**src/rtl/dcm_sup_pkg.sv**
```systemverilog
// Shared state encoding and default timing constants for the DCM lock supervisor.
package dcm_sup_pkg;

    localparam logic [2:0] ST_RST1   = 3'd0;
    localparam logic [2:0] ST_WAIT1  = 3'd1;
    localparam logic [2:0] ST_RST2   = 3'd2;
    localparam logic [2:0] ST_WAIT2  = 3'd3;
    localparam logic [2:0] ST_SETTLE = 3'd4;
    localparam logic [2:0] ST_RUN    = 3'd5;
    localparam logic [2:0] ST_FAULT  = 3'd6;

    typedef enum logic [2:0] {
        S_RST1   = ST_RST1,
        S_WAIT1  = ST_WAIT1,
        S_RST2   = ST_RST2,
        S_WAIT2  = ST_WAIT2,
        S_SETTLE = ST_SETTLE,
        S_RUN    = ST_RUN,
        S_FAULT  = ST_FAULT
    } state_t;

    localparam int DEF_RST_CYCLES    = 8;
    localparam int DEF_LOCK_TIMEOUT  = 48000;
    localparam int DEF_SETTLE_CYCLES = 1024;
    localparam int DEF_MAX_RETRY     = 4;
    localparam int DEF_CNT_W         = 16;

    // Lock-loss counter holds at all-ones instead of wrapping.
    function automatic logic [7:0] sat_inc8(input logic [7:0] value);
        return (value == 8'hFF) ? value : value + 8'd1;
    endfunction

endpackage

```
**src/rtl/lock_sync.sv**
```systemverilog
// Two-flop synchronizer bringing an asynchronous DCM LOCKED flag into the supervisor clock.
module lock_sync (
    input  logic clk,
    input  logic srst,
    input  logic async_in,
    output logic sync_out
);

    logic meta_reg;
    logic sync_reg;

    always_ff @(posedge clk) begin
        if (srst) begin
            meta_reg <= 1'b0;
            sync_reg <= 1'b0;
        end else begin
            meta_reg <= async_in;
            sync_reg <= meta_reg;
        end
    end

    assign sync_out = sync_reg;

endmodule

```
**src/rtl/dcm_lock_supervisor.sv**
```systemverilog
// Sequences reset and lock acquisition of the cascaded DCM_BUS / DCM_CMD pair and holds
// fabric reset until both are locked and stable; retries, re-acquires and latches FAULT.
module dcm_lock_supervisor
    import dcm_sup_pkg::*;
#(
    parameter int RST_CYCLES    = DEF_RST_CYCLES,
    parameter int LOCK_TIMEOUT  = DEF_LOCK_TIMEOUT,
    parameter int SETTLE_CYCLES = DEF_SETTLE_CYCLES,
    parameter int MAX_RETRY     = DEF_MAX_RETRY,
    parameter int CNT_W         = DEF_CNT_W
) (
    input  logic       BUS_CLK,
    input  logic       BUS_RST,
    input  logic       RESTART,
    input  logic       LOCKED1,
    input  logic       LOCKED2,
    output logic       DCM1_RST,
    output logic       DCM2_RST,
    output logic       SYS_RST,
    output logic       READY,
    output logic       FAULT,
    output logic [2:0] RETRY_CNT,
    output logic [7:0] LOSS_CNT
);

    localparam logic [CNT_W-1:0] RST_LAST    = CNT_W'(RST_CYCLES - 1);
    localparam logic [CNT_W-1:0] LOCK_LAST   = CNT_W'(LOCK_TIMEOUT - 1);
    localparam logic [CNT_W-1:0] SETTLE_LAST = CNT_W'(SETTLE_CYCLES - 1);
    localparam logic [2:0]       MAX_RETRY_W = 3'(MAX_RETRY);

    logic [1:0] locked_raw;
    logic [1:0] locked_sync;
    logic       l1s;
    logic       l2s;

    assign locked_raw = {LOCKED2, LOCKED1};

    genvar gi;
    generate
        for (gi = 0; gi < 2; gi++) begin : g_sync
            lock_sync u_lock_sync (
                .clk      (BUS_CLK),
                .srst     (BUS_RST),
                .async_in (locked_raw[gi]),
                .sync_out (locked_sync[gi])
            );
        end
    endgenerate

    assign l1s = locked_sync[0];
    assign l2s = locked_sync[1];

    state_t           state_reg;
    state_t           state_next;
    logic [CNT_W-1:0] timer_reg;
    logic [CNT_W-1:0] timer_next;
    logic [2:0]       retry_reg;
    logic [2:0]       retry_next;
    logic [7:0]       loss_reg;
    logic [7:0]       loss_next;
    logic             fail;

    logic dcm1_rst_reg;
    logic dcm2_rst_reg;
    logic sys_rst_reg;
    logic ready_reg;
    logic fault_reg;

    always_comb begin
        state_next = state_reg;
        retry_next = retry_reg;
        loss_next  = loss_reg;
        fail       = 1'b0;
        timer_next = (timer_reg == '1) ? timer_reg : timer_reg + 1'b1;

        if (RESTART) begin
            state_next = S_RST1;
            retry_next = 3'd0;
        end else begin
            case (state_reg)
                S_RST1: begin
                    if (timer_reg == RST_LAST) begin
                        state_next = S_WAIT1;
                    end
                end
                S_WAIT1: begin
                    if (l1s) begin
                        state_next = S_RST2;
                    end else if (timer_reg == LOCK_LAST) begin
                        fail = 1'b1;
                    end
                end
                S_RST2: begin
                    if (!l1s) begin
                        fail = 1'b1;
                    end else if (timer_reg == RST_LAST) begin
                        state_next = S_WAIT2;
                    end
                end
                S_WAIT2: begin
                    // A lock arriving in the last timeout cycle still wins.
                    if (!l1s) begin
                        fail = 1'b1;
                    end else if (l2s) begin
                        state_next = S_SETTLE;
                    end else if (timer_reg == LOCK_LAST) begin
                        fail = 1'b1;
                    end
                end
                S_SETTLE: begin
                    if (!(l1s && l2s)) begin
                        fail = 1'b1;
                    end else if (timer_reg == SETTLE_LAST) begin
                        state_next = S_RUN;
                        retry_next = 3'd0;
                    end
                end
                S_RUN: begin
                    // One loss event per exit, even when both locks drop together.
                    if (!l1s || !l2s) begin
                        state_next = l1s ? S_RST2 : S_RST1;
                        loss_next  = sat_inc8(loss_reg);
                    end
                end
                S_FAULT: begin
                    state_next = S_FAULT;
                end
                default: begin
                    state_next = S_RST1;
                end
            endcase

            if (fail) begin
                if (retry_reg + 3'd1 == MAX_RETRY_W) begin
                    state_next = S_FAULT;
                    retry_next = MAX_RETRY_W;
                end else begin
                    retry_next = retry_reg + 3'd1;
                    state_next = l1s ? S_RST2 : S_RST1;
                end
            end
        end

        if (RESTART || (state_next != state_reg)) begin
            timer_next = '0;
        end
    end

    // Outputs are decoded from the next state so they change on the same edge as the state.
    always_ff @(posedge BUS_CLK) begin
        if (BUS_RST) begin
            state_reg    <= S_RST1;
            timer_reg    <= '0;
            retry_reg    <= 3'd0;
            loss_reg     <= 8'd0;
            dcm1_rst_reg <= 1'b1;
            dcm2_rst_reg <= 1'b1;
            sys_rst_reg  <= 1'b1;
            ready_reg    <= 1'b0;
            fault_reg    <= 1'b0;
        end else begin
            state_reg    <= state_next;
            timer_reg    <= timer_next;
            retry_reg    <= retry_next;
            loss_reg     <= loss_next;
            dcm1_rst_reg <= (state_next == S_RST1) || (state_next == S_FAULT);
            dcm2_rst_reg <= (state_next == S_RST1) || (state_next == S_WAIT1) ||
                            (state_next == S_RST2) || (state_next == S_FAULT);
            sys_rst_reg  <= (state_next != S_RUN);
            ready_reg    <= (state_next == S_RUN);
            fault_reg    <= (state_next == S_FAULT);
        end
    end

    assign DCM1_RST  = dcm1_rst_reg;
    assign DCM2_RST  = dcm2_rst_reg;
    assign SYS_RST   = sys_rst_reg;
    assign READY     = ready_reg;
    assign FAULT     = fault_reg;
    assign RETRY_CNT = retry_reg;
    assign LOSS_CNT  = loss_reg;

endmodule

```
**config.mk**
```make
export PLATFORM = sky130hd
export DESIGN_NAME = dcm_lock_supervisor
export DESIGN_NICKNAME = d
export VERILOG_FILES = /design/src/rtl/dcm_sup_pkg.sv /design/src/rtl/lock_sync.sv /design/src/rtl/dcm_lock_supervisor.sv
export SDC_FILE = /design/constraint.sdc
export NUM_CORES = 1
export LEC_CHECK = 0
export CAP_MARGIN = 30
export CORE_ASPECT_RATIO = 1.5
export CORE_MARGIN = 5
export CORE_UTILIZATION = 40
export DETAILED_ROUTE_END_ITERATION = 6
export PLACE_DENSITY_LB_ADDON = 0.12
export SLEW_MARGIN = 0
export SYNTH_ARGS = -nofsm -noshare
export SYNTH_HDL_FRONTEND = slang
export SYNTH_SLANG_ARGS = --single-unit
```
**constraint.sdc**
```tcl
create_clock -name BUS_CLK -period 2.7 [get_ports BUS_CLK]
set_input_delay 0.54 -clock BUS_CLK [delete_from_list [all_inputs] [get_ports BUS_CLK]]
set_output_delay 0.54 -clock BUS_CLK [all_outputs]
set_load 0.05 [all_outputs]
```
==> flow_summary.toml <==
[grt]
grt_pass1_vias = 1743
grt_max_degree = 17
grt-ovfl-total = 0
antenna_found_initial = 0
grt_pass1_wl_um = 7600
grtUsageTotal_pct = 14.7

[placement]
portBuffers = 20
dpl_cell_area_mm2 = 0.00226
gp_congestion = 0.794
hpwl_um = 3290
dpl.cell_count = 315

[worst_hold_path]
hp-class = "reg -> reg"
holdCritStartpoint = "g_sync[1].u_lock_sync.meta_reg"
min_to = "g_sync[1].u_lock_sync.sync_out"
hold_depth = 1

[critical_path]
cp.required_ps = 2880
r2r-start = "timer_reg[0]"
crit_type = "reg -> reg"
cp-start-kind = "flop"
worstPathArrival_ps = 2370
reg2regPathDepth = 8
crit_path_end_kind = "flop"
cp_max_fo = 16
rrSetupSlack_ps = 510
r2r_end = "timer_reg[7]"

[synth]
synth.largest_area_cell = "dfxtp_1"
synth_fp_nets = 244
synth_top_area_share_pct = 38.6
synth_warnings = 0
ys_top_cells_by_area = "dfxtp_1, nor2_1, xor2_1"
synth_seq_cells = 39
synth_ff_type = "dfxtp_1"
async_flop_share_pct = 0
yosys.cell_types.count = 52
netlist_area_mm2 = 0.00202
netlist_instances = 235
synth_edf_count = 0
syn_area_per_cell_um2 = 8.60
yosysSeqAreaShare_pct = 38.6

[cts]
post_cts_resized = 0
clkLatencyLatePin_ps = 300
clkSinkCount = 39
clockRootBuffer = "clkbuf_8"
path_clk_slew_ps = 80
cts_tree = "built"
clock_path_buffers = 2
ctsHoldBuffers = 0
cts-htree-levels = 2
cts_made_buffers = 5
postCtsSetupBuffers = 0

[detailed_routing]
route.detailed.drc = 0
drt-initial-drc-count = 85
drtAntennaViolNets = 0
vias = 1729
wire_per_inst_um = 13.8
wl_um = 4450
via_per_inst = 5.35
drt-pass1-iter-count = 4

[timing]
relSlewSlack_pct = 66.6
finalHoldViolCount = 0
worst_pin_slew_ps = 499
rsz0062_at_grt = "no"
fin_tns_setup_ps = 0
period_minus_slack_ps = 2190
clock_skew_ps = 8.10
fmax_mhz = 457
setup_viol = 0
drv_slew = 0
fin_crit_sh_pct = 81.1

[layout]
layout_commonest_cell = "dfxtp_1"
final_cell_mix = "dfxtp_1, nor2_1, clkdlybuf4s50_1"
largest_reg_flops = 16
drive_above_1_share_pct = 11.3
final_cells = 323
final_util_pct = 48.2
num-nets-final = 265
diodes = 0
areaGrowthSynthToFinish_pct = 16.5
stdcell_area_mm2 = 0.00235

[floorplanning]
core.rowCount = 31
die_w_um = 68.0
core_area_mm2 = 0.00489
die_area_mm2 = 0.00660
initial_core_util_pct = 41.3
io_pins = 21
die_h_um = 97.1

[power]
finalPower_mw = 1.02
p_leak_nw = 0.822
power_density_mw_per_mm2 = 434
ir_worst_vdd_mv = 0.282

[status]
status = "completed"

[run]
cap_violations = 0
[layout make-up]
class	count	area (µm²)
Timing Repair Buffer	23	223
Sequential cell	39	781
Clock inverter	3	23.8
Fill cell	496	2530
Tap cell	66	82.6
Clock buffer	5	68.8
Multi-Input combinational cell	185	1170
Inverter	2	7.51
[synth_stat cells (3+ instances only)]
cell type	number
nand3_1	10
and2_1	3
nand2b_1	3
a21oi_1	12
dfxtp_1	39
xnor2_1	7
nor3b_1	3
and3_1	8
ha_1	4
nand4_1	9
nand2_1	16
nor3_1	6
mux2i_1	4
nor2_1	36
a31oi_1	4
nor2b_1	5
xor2_1	12
or2_2	3
o21ai_0	8
[critical path, cell delays in order, from the launching register on]
cell	delay, ps
dfxtp_1	420
ha_1	340
and3_1	230
nand2_2	80
or3_1	330
a211oi_2	240
o22ai_2	120
nand4b_4	220
nor3_1	90
[through the flow]
stage | setup WS, ps | hold WS (ps)
finish | 511 | 447
detailed placement | 466 | 432
global placement | 523 | 419
CTS | 505 | 454
floorplan | 559 | 414
global route | 350 | 473
[cell families after synthesis]
| kind of cell | synth area share, % |
|---|---|
| adder cells (fa/ha/maj) | 2.48 |
| AND/OR/NAND/NOR | 32.0 |
| XOR/XNOR | 8.24 |
| AO/OA/AOI/OAI | 13.1 |
| buffers and inverters | 3.59 |
| flip-flops | 38.6 |
| multiplexers | 1.98 |
[where the power goes]
part	internal (mW)	leakage (nW)	total [mW]	switching [mW]
sequential	0.579	0.315	0.583	0.00415
clock	0.185	0.0408	0.411	0.226
combinational	0.0133	0.466	0.0288	0.0155
total	0.777	0.822	1.02	0.246
[per-layer routing]
metal	vias up	GRT usage [%]	routed length, µm
met4	0	6.43	117
met1	808	16.4	1850
met5	-	0	0
met2	38	25.3	2310
li1	872	-	-
met3	11	3.36	174
[worst max-delay path by stage]
| stage | start | to |
|---|---|---|
| after global placement | RESTART | timer_reg[6] |
| after CTS | timer_reg[0] | FAULT |
| after global routing | timer_reg[0] | timer_reg[6] |
| final | timer_reg[0] | timer_reg[7] |
| after detailed placement | RESTART | timer_reg[6] |
| after floorplan | RETRY_CNT[0] | timer_reg[4] |
Power figures use the tool's default switching activity.
